`config.mk`:
```
export PLATFORM = sky130hd
export DESIGN_NAME = pipe_stage_skid
export DESIGN_NICKNAME = d
export VERILOG_FILES = /design/src/rtl/pipe_pkg.sv /design/src/rtl/pipe_slot.sv /design/src/rtl/pipe_stage_skid.sv
export SDC_FILE = /design/constraint.sdc
export NUM_CORES = 1
export LEC_CHECK = 0
export ABC_CLOCK_PERIOD_IN_PS = 2100
export BUFFER_PORTS_ARGS = -buffer_cell sky130_fd_sc_hd__buf_4
export CAP_MARGIN = 10
export CORE_ASPECT_RATIO = 0.8
export CORE_UTILIZATION = 48
export DETAILED_ROUTE_END_ITERATION = 10
export GPL_ROUTABILITY_DRIVEN = 0
export HOLD_SLACK_MARGIN = 0.15
export MAX_ROUTING_LAYER = met4
export PLACE_DENSITY = 0.76
export SYNTH_ARGS = -nofsm -noshare
export SYNTH_HDL_FRONTEND = slang
export SYNTH_SLANG_ARGS = --single-unit
```
`constraint.sdc`:
```
create_clock -name clk -period 2.1 [get_ports clk]
set_input_delay 0.315 -clock clk [delete_from_list [all_inputs] [get_ports clk]]
set_output_delay 0.315 -clock clk [all_outputs]
set_load 0.02 [all_outputs]
```
`src/rtl/pipe_pkg.sv`:
```
`default_nettype none
// ============================================================================
//  Module      : pipe_pkg
//  Description : Shared pipeline definitions: machine widths, the ID/EX
//                bundle layout with its field offsets, and pack/unpack helpers.
//                Stage wrappers and pipe_stage_skid use these so that every
//                stage agrees on the bit layout of the flat payload bus.
//  Revision    : 1.0  initial release
// ============================================================================
package pipe_pkg;

    localparam int XLEN       = 32;
    localparam int REG_ADDR_W = 5;

    // ID/EX bundle: six XLEN words plus three register addresses.
    localparam int ID_EX_W     = 6 * XLEN + 3 * REG_ADDR_W;   // 207
    // Bus width actually carried by the stage register (rounded up).
    localparam int ID_EX_PAD_W = 224;

    // Field offsets (LSB positions) inside the ID/EX bundle, low to high.
    localparam int ID_EX_RD_LSB     = 0;
    localparam int ID_EX_RS2_LSB    = ID_EX_RD_LSB     + REG_ADDR_W;
    localparam int ID_EX_RS1_LSB    = ID_EX_RS2_LSB    + REG_ADDR_W;
    localparam int ID_EX_IMM_LSB    = ID_EX_RS1_LSB    + REG_ADDR_W;
    localparam int ID_EX_RD2_LSB    = ID_EX_IMM_LSB    + XLEN;
    localparam int ID_EX_RD1_LSB    = ID_EX_RD2_LSB    + XLEN;
    localparam int ID_EX_PCP4_LSB   = ID_EX_RD1_LSB    + XLEN;
    localparam int ID_EX_PC_LSB     = ID_EX_PCP4_LSB   + XLEN;
    localparam int ID_EX_INSTR_LSB  = ID_EX_PC_LSB     + XLEN;

    // Packed struct declared MSB first so its layout matches the offsets above.
    typedef struct packed {
        logic [XLEN-1:0]       instr;
        logic [XLEN-1:0]       pc;
        logic [XLEN-1:0]       pc_plus4;
        logic [XLEN-1:0]       rd1;
        logic [XLEN-1:0]       rd2;
        logic [XLEN-1:0]       imm_ext;
        logic [REG_ADDR_W-1:0] rs1;
        logic [REG_ADDR_W-1:0] rs2;
        logic [REG_ADDR_W-1:0] rd;
    } id_ex_t;

    // Place the bundle in the low bits of the padded bus; pad bits are zero.
    function automatic logic [ID_EX_PAD_W-1:0] pack_id_ex(input id_ex_t f);
        return {{(ID_EX_PAD_W - ID_EX_W){1'b0}}, f};
    endfunction

    // Callers pass bus[ID_EX_W-1:0]; the pad bits carry nothing.
    function automatic id_ex_t unpack_id_ex(input logic [ID_EX_W-1:0] bus);
        return id_ex_t'(bus);
    endfunction

endpackage : pipe_pkg
`default_nettype wire

```
`src/rtl/pipe_slot.sv`:
```
`default_nettype none
// ============================================================================
//  Module      : pipe_slot
//  Description : One pipeline slot: a valid bit plus a DATA_W data register.
//                clear has priority over load. With CLEAR_DATA=1 a clear also
//                zeros the data; with 0 only the valid bit drops.
//  Ports       : clk   - rising-edge clock
//                reset - asynchronous active-low reset
//                load  - capture d, set valid
//                clear - drop valid (and zero data when CLEAR_DATA=1)
//                d     - data to capture
//                valid - slot holds a payload
//                q     - held payload
//  Revision    : 1.0  initial release
// ============================================================================
module pipe_slot #(
    parameter int DATA_W     = 32,
    parameter bit CLEAR_DATA = 1'b1
) (
    input  logic              clk,
    input  logic              reset,
    input  logic              load,
    input  logic              clear,
    input  logic [DATA_W-1:0] d,
    output logic              valid,
    output logic [DATA_W-1:0] q
);

    logic              r_valid;
    logic [DATA_W-1:0] r_data;

    always_ff @(posedge clk or negedge reset) begin
        if (!reset) begin
            r_valid <= 1'b0;
            r_data  <= '0;
        end else if (clear) begin
            r_valid <= 1'b0;
            if (CLEAR_DATA) begin
                r_data <= '0;
            end
        end else if (load) begin
            r_valid <= 1'b1;
            r_data  <= d;
        end
    end

    assign valid = r_valid;
    assign q     = r_data;

endmodule : pipe_slot
`default_nettype wire

```
`src/rtl/pipe_stage_skid.sv`:
```
`default_nettype none
// ============================================================================
//  Module      : pipe_stage_skid
//  Description : Inter-stage pipeline register with ready/valid handshake and
//                a 2-entry skid buffer (main + skid). in_ready depends only on
//                the skid valid register, so downstream stalls never form a
//                combinational path to upstream. Synchronous flush squashes all
//                held entries and this cycle's input; flush_cnt counts the
//                squashed valid entries and saturates.
//  Ports       : clk, reset (async active-low), flush,
//                in_valid / in_ready / in_data   - upstream side
//                out_valid / out_ready / out_data - downstream side
//                occupancy - entries held (0..2)
//                flush_cnt - saturating count of flushed entries
//  Revision    : 1.0  initial release
// ============================================================================
module pipe_stage_skid
    import pipe_pkg::*;
#(
    parameter int DATA_W     = ID_EX_PAD_W,
    parameter bit CLEAR_DATA = 1'b1,
    parameter int CNT_W      = 16
) (
    input  logic              clk,
    input  logic              reset,
    input  logic              flush,
    input  logic              in_valid,
    output logic              in_ready,
    input  logic [DATA_W-1:0] in_data,
    output logic              out_valid,
    input  logic              out_ready,
    output logic [DATA_W-1:0] out_data,
    output logic [1:0]        occupancy,
    output logic [CNT_W-1:0]  flush_cnt
);

    // State is {main_valid, skid_valid}: 00 EMPTY, 10 ONE, 11 FULL.
    // 01 (skid without main) must never occur.
    localparam logic [1:0] c_ST_SKID_ONLY = 2'b01;

    logic              w_main_valid;
    logic              w_skid_valid;
    logic [DATA_W-1:0] w_main_q;
    logic [DATA_W-1:0] w_skid_q;
    logic              w_acc;
    logic              w_pop;
    logic              w_main_load;
    logic              w_main_clr;
    logic [DATA_W-1:0] w_main_d;
    logic              w_skid_load;
    logic              w_skid_clr;
    logic [1:0]        w_state;
    logic [CNT_W:0]    w_cnt_sum;
    logic [CNT_W-1:0]  r_flush_cnt;

    assign w_state = {w_main_valid, w_skid_valid};

    assign in_ready = ~w_skid_valid;
    assign w_acc    = in_valid & in_ready & ~flush;
    assign w_pop    = w_main_valid & out_ready & ~flush;

    // Main refills from skid first so ordering holds; otherwise from input.
    // When main is empty the skid is empty too, so the mux picks in_data.
    assign w_main_d    = w_skid_valid ? w_skid_q : in_data;
    assign w_main_load = (~w_main_valid & w_acc) | (w_pop & (w_skid_valid | w_acc));
    assign w_main_clr  = flush | (w_pop & ~w_skid_valid & ~w_acc);

    // Skid only fills when main is held this cycle; it drains whenever main pops.
    assign w_skid_load = w_acc & w_main_valid & ~w_pop;
    assign w_skid_clr  = flush | (w_pop & w_skid_valid);

    pipe_slot #(
        .DATA_W     (DATA_W),
        .CLEAR_DATA (CLEAR_DATA)
    ) u_main (
        .clk   (clk),
        .reset (reset),
        .load  (w_main_load),
        .clear (w_main_clr),
        .d     (w_main_d),
        .valid (w_main_valid),
        .q     (w_main_q)
    );

    pipe_slot #(
        .DATA_W     (DATA_W),
        .CLEAR_DATA (CLEAR_DATA)
    ) u_skid (
        .clk   (clk),
        .reset (reset),
        .load  (w_skid_load),
        .clear (w_skid_clr),
        .d     (in_data),
        .valid (w_skid_valid),
        .q     (w_skid_q)
    );

    assign out_valid = w_main_valid;
    assign out_data  = w_main_q;
    assign occupancy = {1'b0, w_main_valid} + {1'b0, w_skid_valid};

    // One extra bit catches the carry that signals saturation.
    assign w_cnt_sum = {1'b0, r_flush_cnt} + (CNT_W+1)'(occupancy);

    always_ff @(posedge clk or negedge reset) begin
        if (!reset) begin
            r_flush_cnt <= '0;
        end else if (flush) begin
            r_flush_cnt <= w_cnt_sum[CNT_W] ? {CNT_W{1'b1}} : w_cnt_sum[CNT_W-1:0];
        end
    end

    assign flush_cnt = r_flush_cnt;

    a_no_skid_without_main : assert property (
        @(posedge clk) disable iff (!reset) (w_state != c_ST_SKID_ONLY)
    );

endmodule : pipe_stage_skid
`default_nettype wire

```
==> impl_metrics.py <==
metrics = {
    "setup_path": {
        "worstPathArrival_ns": 2.92,
        "critical_path_class": "reg2reg",
        "critical_path.startpoint_type": "flop",
        "worstRegToRegCells": 9,
        "crit_fanout": 3,
        "r2r_end": "flush_cnt[14]",
        "crit_required_ns": 2.56,
        "r2r-start": "u_skid.valid",
        "r2r_slack_ns": -0.35,
        "critical_path.endpoint_type": "flop",
    },
    "cells_and_area": {
        "fin_util": 0.693,
        "final_area_um2": 27300,
        "drive_gt1_frac": 0.276,
        "layout.nets": 2490,
        "area_growth_pct": 42.2,
    },
    "clocking": {
        "clkSinkCount": 466,
        "cts_buffer_depth": 3,
        "cts-root-buf": "clkbuf_16",
        "worstSkewPairLatency_ns": 0.55,
        "cts_buffers": 46,
        "htreeDepth": 2,
        "clkTransAtPathRegs_ns": 0.06,
        "cts_tree": "done",
    },
    "pwr": {
        "p_leak_nw": 12.9,
        "ir_worst_vdd_v": 0.000565,
        "powerDensity_nw_per_um2": 811,
        "p_total_mw": 22.2,
    },
    "global_routing": {
        "grt_pass1_wl_um": 95900,
        "grt.total_usage": 0.305,
        "grt_pass1_vias": 16900,
        "grt_antenna_before_repair": 9,
        "grt_max_degree": 124,
        "grt_overflow": 0,
    },
    "synth": {
        "syn-instance-count": 1576,
        "yosys_warnings": 0,
        "avgSynthCellArea_um2": 12.2,
        "synth_top_area_cell": "dfrtp_1",
        "synth-seq-cells": 466,
        "ys_seq_area_frac": 0.607,
        "synth_top_area_frac": 0.607,
        "syn_nets": 1809,
        "ys_types": 36,
        "synth_common_cells": "dfrtp_1 (466), nand2_1 (243), mux2i_1 (225)",
        "synth_area_um2": 19200,
        "async_flop_share": 1.00,
        "synth_edf_count": 0,
        "yosysMostFrequentCell": "dfrtp_1",
        "synth_area_leaders": "dfrtp_1 (61%), mux2i_1 (12%), a22o_1 (10%), nand2_1 (4.7%), o21ai_1 (3.7%)",
        "ys.flop_type": "dfrtp_1",
    },
    "floorplanning": {
        "dieHeight_um": 181,
        "initial_core_util": 0.487,
        "die_area_um2": 40800,
        "pin_count": 473,
        "rows": 65,
        "die_width_um": 226,
        "core_um2": 39400,
    },
    "sta": {
        "hold_violations": 0,
        "fin_ws_ns": -0.354,
        "finalSetupViolations": 16,
        "min_period_over_period": 1.17,
        "relSlewSlack": 0.288,
        "worst_slew_pin_slew_ns": 1.07,
        "rsz0062_at_grt": "yes",
        "fin_crit_ns": 2.45,
        "report.final.slew_viol_count": 0,
        "clock.fmax_ghz": 0.408,
        "clock_skew_ns": 0.0150,
    },
    "place": {
        "dp_hpwl_um": 35700,
        "dp_slack_ns": -0.173,
        "port_buffers": 472,
        "dpl_cell_area_um2": 23200,
    },
    "outcome": {
        "run_status": "finished with violations",
        "violations": "negative setup slack",
    },
    "drt": {
        "wl_per_cell_um": 21.8,
        "drt_pre_antenna_iters": 8,
        "routed_wl_um": 62000,
        "drc": 0,
        "ant_nets": 0,
        "via_per_inst": 5.72,
        "vias": 16300,
        "drtIter0Drc": 1362,
    },
    "worst_hold_path": {
        "hold_class": "in2async",
    },
    "flow_run": {
        "drv_cap": 0,
    },
}
sequential cells by signal (all words and copies together) (netlist names):
name	cells
u_main.valid	1
u_skid.q	224
u_main.q	224
u_skid.valid	1
flush_cnt	16
worst max-delay path, cell delays in order, from the launching register on:
cell	delay [ns]
dfrtp_4	0.49
ha_4	0.28
ha_4	0.13
inv_2	0.03
fa_2	0.33
nand3b_1	0.29
nor4_4	0.28
buf_4	0.21
a31oi_2	0.11
a41oi_2	0.21
per-layer routing:
metal,GRT usage,up-vias,share of wire
li1,-,7020,-
met1,0.384,8177,0.40
met2,0.467,843,0.47
met3,0.0820,210,0.090
met4,0.129,0,0.045
met5,-,-,0
layout by cell type (no fill, tap or decap), drive strengths merged, types with 6 or more instances in the layout:
master,instances
clkinv,6
nand2,243
a21oi,7
dlygate4sd3,228
clkbuf,77
xnor2,8
mux2i,225
buf,531
inv,7
a22o,224
o21ai,230
diode,10
dfrtp,466
final cells by class:
type	count	area, um^2
Clock inverter	8	90.1
Fill cell	2637	12100
Antenna cell	10	25.0
Timing Repair Buffer	760	6520
Tap cell	536	671
Sequential cell	466	11700
Multi-Input combinational cell	976	6850
Inverter	7	26.3
Clock buffer	76	1480
logic make-up (layout without fill, tap and decap cells):
group           count (synthesis)  in the layout  synth area share
compound gates                466            466             0.166
fa+ha+maj                       4              4           0.00300
mux                           225            225             0.117
flops                         466            466             0.607
buf+inv                       135            851            0.0453
other cells                     0             10                 0
xor+xnor                       10             10           0.00456
simple gates                  270            271            0.0571
how the worst max path moves through the flow:
stage	startpoint	endpoint	slack [ns]	cells after the start
after CTS	u_skid.valid	flush_cnt[13]	-0.10	9
final	u_skid.valid	flush_cnt[14]	-0.35	9
after floorplan	u_main.valid	flush_cnt[7]	-0.07	9
after global placement	u_skid.valid	flush_cnt[13]	-0.08	8
after detailed placement	u_skid.valid	flush_cnt[2]	-0.17	8
after global routing	u_skid.valid	flush_cnt[14]	-0.41	9
what timing repair did:
action / in CTS / in global routing
buffers inserted: 4 / 3
hold buffers: 228 / 0
pin swaps: 6 / 4
endpoints found under the setup margin: 16 / 48
cloned: 1 / 1
hold endpoints to repair: 824 / 0
resized for setup: 13 / 17
power by group:
part / leakage [nW] / switching, mW / internal (mW)
logic: 5.76 / 2.09 / 1.67
clock network: 0.778 / 3.50 / 5.03
registers: 6.35 / 0.393 / 9.47
metrics by stage:
step                hold slack [ns]  setup TNS, ns  instances
finish                        0.305          -4.41       2839
detailed placement            0.283          -2.19       2508
CTS                           0.291          -1.04       2825
global route                  0.315          -5.53       2838
global placement              0.282         -0.834       2508
floorplan                    0.0194         -0.687       1576
Note: power is estimated with default switching activity, not from simulation.
